===== config.mk =====
export PLATFORM = sky130hd
export DESIGN_NAME = alu_seq
export DESIGN_NICKNAME = d
export VERILOG_FILES = /design/src/rtl/alu_seq.sv
export SDC_FILE = /design/constraint.sdc
export NUM_CORES = 1
export LEC_CHECK = 0
export ABC_AREA = 1
export BUFFER_PORTS_ARGS = -buffer_cell sky130_fd_sc_hd__buf_2
export CORE_ASPECT_RATIO = 1.4
export CORE_MARGIN = 2
export CORE_UTILIZATION = 30
export CTS_CLUSTER_DIAMETER = 60
export DETAILED_ROUTE_END_ITERATION = 8
export SYNTH_ARGS = -nofsm -noshare
export SYNTH_HDL_FRONTEND = slang
export SYNTH_SLANG_ARGS = --single-unit

===== constraint.sdc =====
create_clock -name clk -period 4 [get_ports clk]
set_clock_uncertainty 0.2 [all_clocks]
set_input_delay 0.4 -clock clk [delete_from_list [all_inputs] [get_ports clk]]
set_output_delay 0.4 -clock clk [all_outputs]
set_load 0.02 [all_outputs]

===== src/rtl/alu_seq.sv =====
// Registered, handshaked ALU: single-cycle add/sub/logic, iterative shift-add MUL
// and restoring DIV sharing one hi/lo working register pair.
module alu_seq #(
  parameter int WIDTH = 8
) (
  input  logic             clk,
  input  logic             rst,
  input  logic             in_valid,
  output logic             in_ready,
  input  logic [WIDTH-1:0] a,
  input  logic [WIDTH-1:0] b,
  input  logic [2:0]       select,
  input  logic             div_signed,
  output logic             out_valid,
  input  logic             out_ready,
  output logic [WIDTH-1:0] out,
  output logic             carry,
  output logic             overflow,
  output logic             dbz,
  output logic             zero,
  output logic             sign,
  output logic             parity
);
  localparam int CW = $clog2(WIDTH);
  localparam logic [WIDTH-1:0] MIN = {1'b1, {(WIDTH-1){1'b0}}};
  localparam logic [CW-1:0] LAST = CW'(WIDTH - 1);

  typedef enum logic [1:0] {IDLE, CALC, DONE} state_t;

  state_t           state_reg, state_next;
  logic [CW-1:0]    cnt_reg, cnt_next;
  logic [WIDTH-1:0] a_reg, a_next, b_reg, b_next;
  logic [WIDTH-1:0] hi_reg, hi_next, lo_reg, lo_next;
  logic             mul_reg, mul_next, qneg_reg, qneg_next, dovf_reg, dovf_next;

  logic [WIDTH-1:0] out_reg, res_out;
  logic             carry_reg, ovf_reg, dbz_reg, zero_reg, sign_reg, parity_reg;
  logic             res_carry, res_ovf, res_dbz, load, accept;

  logic [WIDTH:0]   add_sum, sub_diff, mul_sum, div_shift, div_trial, mul_top;
  logic [WIDTH-1:0] a_mag, b_mag, mul_hi_nx, mul_lo_nx, mul_h;
  logic [WIDTH-1:0] div_hi_nx, div_lo_nx, div_q;
  logic             div_ok;

  assign in_ready  = (state_reg == IDLE) && !rst;
  assign accept    = in_valid && in_ready;
  assign out_valid = (state_reg == DONE);

  assign add_sum  = {1'b0, a} + {1'b0, b};
  assign sub_diff = {1'b0, a} - {1'b0, b};
  assign a_mag    = (div_signed && a[WIDTH-1]) ? -a : a;
  assign b_mag    = (div_signed && b[WIDTH-1]) ? -b : b;

  // MUL: hi:lo holds partial product : remaining multiplier bits, shifted right each step.
  assign mul_sum   = {1'b0, hi_reg} + (lo_reg[0] ? {1'b0, a_reg} : '0);
  assign mul_hi_nx = mul_sum[WIDTH:1];
  assign mul_lo_nx = {mul_sum[0], lo_reg[WIDTH-1:1]};
  // Signed high half of the product, derived from the unsigned one.
  assign mul_h     = mul_hi_nx - (a_reg[WIDTH-1] ? b_reg : '0) - (b_reg[WIDTH-1] ? a_reg : '0);
  assign mul_top   = {mul_h, mul_lo_nx[WIDTH-1]};

  // DIV: hi is the partial remainder, lo shifts dividend bits out and quotient bits in.
  assign div_shift = {hi_reg, lo_reg[WIDTH-1]};
  assign div_trial = div_shift - {1'b0, b_reg};
  assign div_ok    = ~div_trial[WIDTH];
  assign div_hi_nx = div_ok ? div_trial[WIDTH-1:0] : div_shift[WIDTH-1:0];
  assign div_lo_nx = {lo_reg[WIDTH-2:0], div_ok};
  assign div_q     = qneg_reg ? -div_lo_nx : div_lo_nx;

  always_comb begin
    state_next = state_reg;
    cnt_next   = cnt_reg;
    a_next     = a_reg;
    b_next     = b_reg;
    hi_next    = hi_reg;
    lo_next    = lo_reg;
    mul_next   = mul_reg;
    qneg_next  = qneg_reg;
    dovf_next  = dovf_reg;
    load       = 1'b0;
    res_out    = '0;
    res_carry  = 1'b0;
    res_ovf    = 1'b0;
    res_dbz    = 1'b0;
    unique case (state_reg)
      IDLE: begin
        if (accept) begin
          a_next     = a;
          b_next     = b;
          hi_next    = '0;
          cnt_next   = '0;
          state_next = DONE;
          load       = 1'b1;
          case (select)
            3'd0: begin
              res_out   = add_sum[WIDTH-1:0];
              res_carry = add_sum[WIDTH];
              res_ovf   = (a[WIDTH-1] == b[WIDTH-1]) && (add_sum[WIDTH-1] != a[WIDTH-1]);
            end
            3'd1: begin
              res_out   = sub_diff[WIDTH-1:0];
              res_carry = sub_diff[WIDTH];
              res_ovf   = (a[WIDTH-1] != b[WIDTH-1]) && (sub_diff[WIDTH-1] != a[WIDTH-1]);
            end
            3'd2: begin
              load       = 1'b0;
              state_next = CALC;
              mul_next   = 1'b1;
              lo_next    = b;
            end
            3'd3: begin
              load       = 1'b0;
              state_next = CALC;
              mul_next   = 1'b0;
              lo_next    = a_mag;
              b_next     = b_mag;
              qneg_next  = div_signed && (a[WIDTH-1] ^ b[WIDTH-1]);
              dovf_next  = div_signed && (a == MIN) && (&b);
            end
            3'd4:    res_out = a & b;
            3'd5:    res_out = a | b;
            3'd6:    res_out = a ^ b;
            default: res_out = ~a;
          endcase
        end
      end
      CALC: begin
        cnt_next = cnt_reg + 1'b1;
        hi_next  = mul_reg ? mul_hi_nx : div_hi_nx;
        lo_next  = mul_reg ? mul_lo_nx : div_lo_nx;
        if (cnt_reg == LAST) begin
          load       = 1'b1;
          state_next = DONE;
          if (mul_reg) begin
            res_out   = mul_lo_nx;
            res_carry = |mul_hi_nx;
            res_ovf   = !((&mul_top) || !(|mul_top));
          end else begin
            res_dbz = (b_reg == '0);
            res_out = res_dbz ? '1 : div_q;
            res_ovf = res_dbz || dovf_reg;
          end
        end
      end
      DONE: begin
        if (out_ready) state_next = IDLE;
      end
      default: state_next = IDLE;
    endcase
  end

  always_ff @(posedge clk or posedge rst) begin
    if (rst) begin
      state_reg  <= IDLE;
      cnt_reg    <= '0;
      a_reg      <= '0;
      b_reg      <= '0;
      hi_reg     <= '0;
      lo_reg     <= '0;
      mul_reg    <= 1'b0;
      qneg_reg   <= 1'b0;
      dovf_reg   <= 1'b0;
      out_reg    <= '0;
      carry_reg  <= 1'b0;
      ovf_reg    <= 1'b0;
      dbz_reg    <= 1'b0;
      zero_reg   <= 1'b0;
      sign_reg   <= 1'b0;
      parity_reg <= 1'b0;
    end else begin
      state_reg <= state_next;
      cnt_reg   <= cnt_next;
      a_reg     <= a_next;
      b_reg     <= b_next;
      hi_reg    <= hi_next;
      lo_reg    <= lo_next;
      mul_reg   <= mul_next;
      qneg_reg  <= qneg_next;
      dovf_reg  <= dovf_next;
      if (load) begin
        out_reg    <= res_out;
        carry_reg  <= res_carry;
        ovf_reg    <= res_ovf;
        dbz_reg    <= res_dbz;
        zero_reg   <= (res_out == '0);
        sign_reg   <= res_out[WIDTH-1];
        parity_reg <= ~^res_out;
      end
    end
  end

  assign out      = out_reg;
  assign carry    = carry_reg;
  assign overflow = ovf_reg;
  assign dbz      = dbz_reg;
  assign zero     = zero_reg;
  assign sign     = sign_reg;
  assign parity   = parity_reg;
endmodule

==> impl_metrics.yaml <==
clock_network:
  path_clk_slew_ns: 0.08
  insertion_delay_ns: 0.30
  cts_buffers: 5
  cts_root_buf: "clkbuf_16"
  clock_sinks: 53
  htree_levels: 2
  cts_tree: "yes"
  clk_path_buf_depth: 2
drt:
  wl_per_cell_um: 16.5
  dr.pass1.iters: 5
  routed_wl_um: 19200
  vias_per_cell: 5.20
  drc: 0
  drtAntennaViolNets: 0
  drt_iter0_markers: 386
  vias: 6058
grt:
  grt_start_max_net_pins: 38
  grt_pass1_vias: 6075
  antenna_found_initial: 0
  gr-usage-all-layers: 0.192
  grt_first_pass_wirelength_um: 31100
  grt_overflow: 0
setup_path:
  cp_slowest_stage_delay_ns: 0.44
  cp.arrival_ns: 3.70
  worst_ep_required_time_ns: 3.98
  cp_num_buf_inv: 4
  cp_common_cell: "nand2_1"
  crit_path_cell_trace: "nand2_1, inv_1, ha_2, nand2_1, inv_1, nand3_1, o21ai_1, xor2_2, fa_1, ha_2, nand2_1, nand2_1, nand3_1, nand2_1, inv_1, nand2_1, inv_1, nand3_1, nand2_1, nand2_1, nand3_1, nand2_1, nand3_1"
  cp-end-kind: "flip-flop"
  startpoint: "lo_reg[0]"
  crit_type: "flip-flop to flip-flop"
  cp_max_fo: 6
  crit_slowest_cell: "fa_1"
  critPathTopFamily: "adder cells"
  timing.rr.start: "lo_reg[0]"
  worstSetupStartpointType: "flip-flop"
power:
  p_per_area_mw_per_mm2: 847
  peakVddDrop_mv: 0.350
  total_power_mw: 5.56
  power_leakage_nw: 3.43
yosys:
  yosysUniqueCellTypes: 47
  yosysMostFrequentCell: "nand2_1"
  syn_area_per_cell_um2: 6.62
  synth_top_area_frac: 0.230
  yosys_warnings: 0
  synth-seq-cells: 53
  ys_seq_area_frac: 0.230
  synth_edf_count: 0
  synth-async-reset-ratio: 1.00
  synthFlopType: "dfrtp_1"
  syn-cell-area_mm2: 0.00578
  synth_fp_nets: 965
  synthCells: 873
  synth_common_cells: "226 x nand2_1, 120 x inv_1, 84 x o21ai_0"
  synth_top_area_cell: "dfrtp_1"
  synthTopCellsByArea: "dfrtp_1 23%, nand2_1 15%, ha_1 12%"
die:
  die_x_um: 121
  die_area_mm2: 0.0204
  start_util: 0.303
  ios: 40
  num_rows: 60
  core_mm2: 0.0191
  fp.dieH_um: 168
layout:
  fillers: 2143
  drive_above_1_share: 0.109
  multiInputGateArea_mm2: 0.00396
  syn_to_final_growth_pct: 13.6
  diodes: 0
  regArea_mm2: 0.00133
  stdcell_area_mm2: 0.00656
  nNetsFinal: 1007
min_path:
  worstHoldStart: "out_ready"
  hold_class: "primary input to flip-flop"
sta:
  tns_ns: 0
  fin_crit_sh: 0.929
  hold_viol_final: 0
  hold_slack_ns: 0.0569
  worst_pin_slew_ns: 0.583
  fin_ws_ns: 0.285
  rsz0062_at_grt: "true"
  layout_min_cycle_time_ns: 3.72
  timing.final.max_slew_violations: 0
  relSlewSlack: 0.611
  setup_viol: 0
  fmax_ghz: 0.269
placed_design:
  dpl.hpwl_um: 15500
  numPortBuffers: 39
  placed_cell_area_mm2: 0.00628
  gp_congestion: 0.957
  dp_slack_ns: 0.0714
run:
  cap_violations: 0
status:
  status: "complete, no violations"
==> kinds of logic (layout without fill, tap and decap cells) <==
family | count (synthesis) | in the layout | synth area share
adder cells (fa/ha/maj) | 68 | 68 | 0.162
AO/OA/AOI/OAI | 177 | 177 | 0.174
XOR/XNOR | 18 | 18 | 0.0273
AND/OR/NAND/NOR | 407 | 407 | 0.306
buffers and inverters | 150 | 193 | 0.101
flip-flops | 53 | 53 | 0.230
==> where the power goes <==
| part | internal (mW) | switching (mW) | total [mW] | leakage, nW |
|---|---|---|---|---|
| clock | 0.242 | 0.229 | 0.472 | 0.0767 |
| combinational | 1.55 | 2.50 | 4.05 | 2.68 |
| sequential | 0.771 | 0.260 | 1.03 | 0.670 |
==> cell type report <==
cell class | instances | share of cell area
Clock buffer | 5 | 0.0191
Sequential cell | 53 | 0.202
Inverter | 129 | 0.0738
Clock inverter | 3 | 0.00439
Multi-Input combinational cell | 670 | 0.604
Timing Repair Buffer | 56 | 0.0496
Tap cell | 248 | 0.0473
==> stage by stage <==
stage,cells,util
3_3_place_gp,1152,0.329
5_1_grt,1164,0.344
3_5_place_dp,1152,0.329
4_1_cts,1161,0.338
6_report,1164,0.344
2_1_floorplan,873,-
==> routing by layer <==
layer | global-route usage | wire length [um]
met1 | 0.214 | 7460
met2 | 0.355 | 9950
met3 | 0.0122 | 619
met4 | 0.110 | 1220
met5 | 0 | 0
==> worst reg2reg max path: cells and delay by family (launching register included) <==
kind / cells / cell delay [ns]
compound gates: 1 / 0.20
xor+xnor: 1 / 0.26
flops: 1 / 0.43
buf+inv: 4 / 0.23
fa+ha+maj: 3 / 1.21
simple gates: 14 / 1.08
==> repair_timing <==
item | CTS | global route
endpoints found under the setup margin | 0 | 2
buffers inserted | 0 | 3
hold buffers | 1 | 0
hold endpoints to repair | 20 | 0
resized for setup | 0 | 22
==> worst paths after layout <==
kind / slack [ns] / endpoint / cells past startpoint
min in group asynchronous: 0.48 / out[4] / 3
max reg2reg: 0.28 / overflow / 23
max: 0.28 / overflow / 23
min reg2reg: 0.27 / dbz / 2
min: 0.06 / state_reg[1] / 2
max in group asynchronous: 2.26 / b_reg[7] / 4
==> cells in the final DEF (no fill, tap or decap), types with 5 or more instances in the layout <==
master,synthesis,final
inv_1,120,118
nand2_1,226,225
dfrtp_1,53,52
a21oi_1,43,41
nand3b_1,5,5
clkbuf_16,0,5
ha_1,57,49
xnor2_1,6,5
fa_1,11,10
nor3_1,8,8
xor2_1,12,10
a31oi_1,6,5
o21ai_0,84,83
buf_4,4,16
nand4_1,18,18
nand3_1,79,79
o211ai_1,6,6
nor2_1,57,57
inv_2,7,9
ha_2,0,5
buf_2,4,39
o22ai_1,9,9
(Power assumes the default switching activity.)
